===== config.mk =====
export PLATFORM = sky130hd
export DESIGN_NAME = mac_mul_pipe
export DESIGN_NICKNAME = d
export VERILOG_FILES = /design/src/rtl/mac_mul_pipe.sv
export SDC_FILE = /design/constraint.sdc
export NUM_CORES = 1
export LEC_CHECK = 0
export CAP_MARGIN = 25
export CORE_MARGIN = 5
export CORE_UTILIZATION = 60
export CTS_BUF_LIST = sky130_fd_sc_hd__clkbuf_16
export DETAILED_ROUTE_END_ITERATION = 10
export PLACE_DENSITY_LB_ADDON = 0.05
export SLEW_MARGIN = 20
export SYNTH_ARGS = -nofsm -noshare
export SYNTH_HDL_FRONTEND = slang
export SYNTH_SLANG_ARGS = --single-unit

===== constraint.sdc =====
create_clock -name clk -period 21.7 [get_ports clk]
set_input_delay 3.255 -clock clk [delete_from_list [all_inputs] [get_ports clk]]
set_output_delay 3.255 -clock clk [all_outputs]
set_load 0.02 [all_outputs]

===== src/rtl/mac_mul_pipe.sv =====
// mac_mul_pipe: 2-stage handshaked signed/unsigned sub-word multiplier
// Ports:
//   clk, rst             clock, synchronous active-high reset
//   en                   global enable; 0 freezes all state and drops in_ready
//   in_valid / in_ready  operand handshake (cfg, A, B)
//   cfg                  [1:0] mode (0 SINGLE, 1 DUAL, 2 QUAD, 3 reserved), [2] signed
//   A                    four W-bit lanes, A0 in the LSBs
//   B                    W-bit multiplier lane
//   out_valid/out_ready  result handshake (C, out_cfg)
//   C                    registered product, sign/zero-extended to MAC_INT_WIDTH
//   out_cfg              cfg of the transaction held in C
module mac_mul_pipe #(
  parameter int MAC_CONF_WIDTH = 3,
  parameter int MAC_MIN_WIDTH  = 8,
  parameter int MAC_MULT_WIDTH = 2 * MAC_MIN_WIDTH,
  parameter int MAC_INT_WIDTH  = 5 * MAC_MIN_WIDTH
) (
  input  logic                       clk,
  input  logic                       rst,
  input  logic                       en,
  input  logic                       in_valid,
  output logic                       in_ready,
  input  logic [MAC_CONF_WIDTH-1:0]  cfg,
  input  logic [4*MAC_MIN_WIDTH-1:0] A,
  input  logic [MAC_MIN_WIDTH-1:0]   B,
  output logic                       out_valid,
  input  logic                       out_ready,
  output logic [MAC_INT_WIDTH-1:0]   C,
  output logic [MAC_CONF_WIDTH-1:0]  out_cfg
);
  localparam int W  = MAC_MIN_WIDTH;
  localparam int PW = MAC_MULT_WIDTH + 1;
  localparam logic [1:0] MAC_SINGLE = 2'd0;
  localparam logic [1:0] MAC_DUAL   = 2'd1;
  localparam logic [1:0] MAC_QUAD   = 2'd2;

  logic                      r_v1, r_v2;
  logic [MAC_CONF_WIDTH-1:0] r_cfg1, r_cfg2;
  logic [PW-1:0]             r_p [4];
  logic [MAC_INT_WIDTH-1:0]  r_c;
  logic [PW-1:0]             w_pp [4];
  logic [MAC_INT_WIDTH-1:0]  w_ext [4];
  logic [MAC_INT_WIDTH-1:0]  w_res;
  logic signed [W:0]         w_b;
  logic                      w_s1_ld, w_s2_ld;

  assign w_s2_ld   = !r_v2 || out_ready;
  assign w_s1_ld   = !r_v1 || w_s2_ld;
  assign in_ready  = en && !rst && w_s1_ld;
  assign out_valid = r_v2;
  assign C         = r_c;
  assign out_cfg   = r_cfg2;
  assign w_b       = {cfg[2] & B[W-1], B};

  // Only the most significant active lane carries the sign of A: lane 2 in
  // SINGLE, lane 3 in DUAL/QUAD; all other lanes are unsigned magnitudes.
  for (genvar i = 0; i < 4; i++) begin : g_lane
    logic              w_sgn;
    logic signed [W:0] w_a;
    logic signed [2*W+1:0] w_full;
    assign w_sgn  = cfg[2] && ((i == 3) ? cfg[1:0] != MAC_SINGLE : (i == 2) ? cfg[1:0] == MAC_SINGLE : 1'b0);
    assign w_a    = {w_sgn & A[i*W+W-1], A[i*W +: W]};
    assign w_full = w_a * w_b;
    assign w_pp[i]  = w_full[PW-1:0];
    assign w_ext[i] = {{(MAC_INT_WIDTH-PW){r_p[i][PW-1]}}, r_p[i]};
  end

  always_comb begin
    w_res = r_cfg1[1:0] == MAC_SINGLE ? w_ext[2] :
            r_cfg1[1:0] == MAC_DUAL   ? w_ext[2] + (w_ext[3] << W) :
            r_cfg1[1:0] == MAC_QUAD   ? w_ext[0] + (w_ext[1] << W) + (w_ext[2] << 2*W) + (w_ext[3] << 3*W) :
            '0;
  end

  always_ff @(posedge clk) begin
    if (rst) begin
      r_v1   <= 1'b0;
      r_v2   <= 1'b0;
      r_c    <= '0;
      r_cfg2 <= '0;
    end else if (en) begin
      if (w_s1_ld) begin
        r_v1   <= in_valid;
        r_cfg1 <= cfg;
        r_p    <= w_pp;
      end
      if (w_s2_ld) begin
        r_v2   <= r_v1;
        r_c    <= w_res;
        r_cfg2 <= r_cfg1;
      end
    end
  end
endmodule


==> flow_metrics.tcl <==
set metrics [dict create \
    mostFrequentLayoutCell "inv_1" \
    rsz0062_at_grt "no" \
    gp_congestion 0.8763 \
    fin_crit_sh_pct 40.69 \
    pwr-share-clk_pct 10.3 \
    antenna_left 0 \
    ys_seq_elements 116 \
    cap_viol_max_count 0 \
    crit_required_ns 21.88 \
    yosysUniqueCellTypes 64 \
    critPathCaptureType "flop" \
    vias_per_cell 5.609 \
    final_nets 2527 \
    finalSetupTns_ns 0 \
    dr_total_vias 13518 \
    drc 0 \
    cts-root-buf "clkbuf_16" \
    setup_violations 0 \
    port_buffers 92 \
    cts.sinks 116 \
    drive_gt1_share_pct 4.653 \
    dpl_cell_area_um2 19090 \
    grt_remaining_overflow 0 \
    dieHeight_um 182.3 \
    p_leak_uw 0.009273 \
    netlist_instances 1954 \
    crit_start "cfg[2]" \
    grt_pass1_vias 13653 \
    slew_headroom_pct 31.31 \
    clock_latency_ns 0.43 \
    p_seq_share_pct 15.3 \
    clk_pin_slew_worst_paths_ns 0.06 \
    min_from "out_cfg[0]$_SDFFE_PP0P_" \
    hold_viol 0 \
    finalMaxSlewViolations 0 \
    wl_um 41780 \
    worst_pin_slew_ns 1.030 \
    synth_nets 2474 \
    hold_ws_ns 0.4547 \
    drtIter0Drc 842 \
    clockBufferDepth 2 \
    swShare_pct 48.59 \
    cts_buffers 17 \
    synth-seq-area-share_pct 17.02 \
    cts_resized 0 \
    run_status "finished clean" \
    rows 63 \
    grtUsageTotal_pct 26.07 \
    finalWorstSetupSlack_ns 12.87 \
    area.growth.synth_to_final_pct 10.46 \
    ys.flop_type "edfxtp_1" \
    crit_arrival_ns 9.01 \
    cp-start-kind "primary input" \
    cts_tree "yes" \
    timing.final.crit_period_ns 8.830 \
    die_area_um2 33240 \
    place_ws_ns 12.44 \
    avgRoutedWirePerCell_um 17.34 \
    grt_first_pass_wirelength_um 69870 \
    regToRegStartpoint "r_p[67]$_DFFE_PP_" \
    grt_max_degree 51 \
    pwr-share-comb_pct 74.4 \
    finalPower_uw 2702 \
    antenna_found_initial 0 \
    power_density_nw_per_um2 137.3 \
    p_int_uw 1389 \
    fin_skew_ns 0.01418 \
    synth_area_per_cell_um2 9.119 \
    core_area_um2 29480 \
    synth_area_um2 17820 \
    mostFrequentLayoutCells "326 x inv_1, 240 x fa_1, 232 x ha_1" \
    yosys_warnings 0 \
    dp_hpwl_um 33270 \
    initial_core_util_pct 60.44 \
    power.switching_uw 1313 \
    post_cts_buffers 0 \
    diodes 0 \
    stdcell_area_um2 19680 \
    hold_class "flop to flop" \
    ir_drop_v 0.00008724 \
    path_class "primary input to flop" \
    max_freq_mhz 113.3 \
    postSynth.asyncResetShare_pct 0 \
    postCtsHoldBufs 0 \
    die_w_um 182.3 \
    firstDrtPassIters 5 \
    ios 93 \
    crit_fanout 8 \
    synth_edf_count 71 \
    h-tree-depth 4 \
]
registers in the layout, indices dropped and copies added, names as in the netlist:
register   flops
r_p           68
r_v1           1
out_cfg        3
out_valid      1
C             40
r_cfg1         3
layout make-up:
class	count	area (µm²)
Tap cell	390	488.0
Clock inverter	12	86.33
Inverter	327	1227
Timing Repair Buffer	107	1028
Sequential cell	116	3033
Clock buffer	20	500.5
Fill cell	2462	9799
Multi-Input combinational cell	1438	13320
power groups by stage:
| stage | combinational [µW] | clock [µW] | sequential (µW) |
|---|---|---|---|
| after detailed placement | 1980 | 0 | 418 |
| final | 2010 | 278 | 414 |
| after global placement | 1960 | 0 | 417 |
| after CTS | 2010 | 280 | 414 |
| after floorplan | 1520 | 0 | 402 |
| after global routing | 2270 | 290 | 419 |
layer usage:
metal,vias to the layer above,global-route usage [%],share of wire (%)
met3,67,3.428,5.7
li1,6454,-,-
met2,386,41.91,46
met4,0,7.235,2.4
met1,6611,37.43,46
met5,-,0,0
synthesized netlist by cell type (all sizes together) (3+ instances only):
| cell type | n | area (µm²) |
|---|---|---|
| a21oi | 64 | 320.3 |
| xor2 | 15 | 131.4 |
| o41ai | 4 | 50.05 |
| fa | 240 | 4805 |
| o21ai | 49 | 252.7 |
| o31ai | 5 | 37.54 |
| clkbuf | 55 | 206.5 |
| and2 | 114 | 713.2 |
| a311oi | 4 | 35.03 |
| nand3 | 18 | 90.09 |
| o21bai | 12 | 90.09 |
| nor4 | 8 | 50.05 |
| nand2b | 7 | 43.79 |
| nand2 | 226 | 848.3 |
| nor2b | 15 | 93.84 |
| or3 | 11 | 68.82 |
| o21a | 10 | 75.07 |
| ha | 232 | 2903 |
| a22oi | 5 | 37.54 |
| inv | 326 | 1224 |
| a21o | 20 | 150.1 |
| or2 | 29 | 181.4 |
| dfxtp | 45 | 900.9 |
| a221oi | 12 | 111.4 |
| nand4 | 3 | 18.77 |
| o221ai | 5 | 50.04 |
| nor2 | 113 | 424.2 |
| and3 | 5 | 31.28 |
| edfxtp | 71 | 2132 |
| mux2i | 5 | 50.05 |
| a211oi | 28 | 215.2 |
| a31oi | 12 | 75.07 |
| buf | 18 | 68.81 |
| xnor2 | 80 | 700.7 |
| o31a | 3 | 26.28 |
| nor3 | 49 | 245.2 |
| o211ai | 11 | 87.58 |
per-stage QoR:
| step | std cells | util [%] |
|---|---|---|
| detailed placement | 2378 | 64.77 |
| floorplan | 1954 | - |
| finish | 2410 | 66.76 |
| global placement | 2378 | 64.76 |
| global route | 2410 | 66.76 |
| CTS | 2410 | 66.76 |
path summary, 6_finish.rpt:
check / cells past startpoint / slack (ns) / endpoint
min reg2reg: 2 / 0.45 / out_cfg[0]$_SDFFE_PP0P_
min: 2 / 0.45 / out_cfg[0]$_SDFFE_PP0P_
max: 20 / 12.87 / r_p[15]$_DFFE_PP_
max reg2reg: 19 / 16.02 / C[37]$_SDFFE_PP0P_
kinds of logic (layout without fill, tap and decap cells):
| kind of cell | count (synthesis) | count (layout) | synth area share, % |
|---|---|---|---|
| and+or+nand+nor | 604 | 604 | 16.06 |
| adders and majority gates | 472 | 472 | 43.26 |
| buffers and inverters | 400 | 466 | 8.433 |
| AOI/OAI and AO/OA | 260 | 260 | 10.09 |
| DFF | 116 | 116 | 17.02 |
| xor gates and xnor gates | 96 | 96 | 4.796 |
| muxes | 6 | 6 | 0.3441 |
critical path, cell delays in order:
cell and delay (ns):
clkdlybuf4s50_1 0.75, nand2_1 0.09, nor2_1 0.41, nand2_1 0.22, fa_1 0.53, inv_1 0.06
fa_1 0.50, inv_1 0.05, fa_1 0.47, inv_1 0.05, fa_1 0.50, fa_1 0.49
ha_1 0.34, a21oi_1 0.23, o21bai_1 0.09, a21oi_1 0.21, o21bai_1 0.08, a21oi_1 0.28
nor3_1 0.09, a311o_1 0.32
Note: power is estimated with default switching activity, not from simulation.
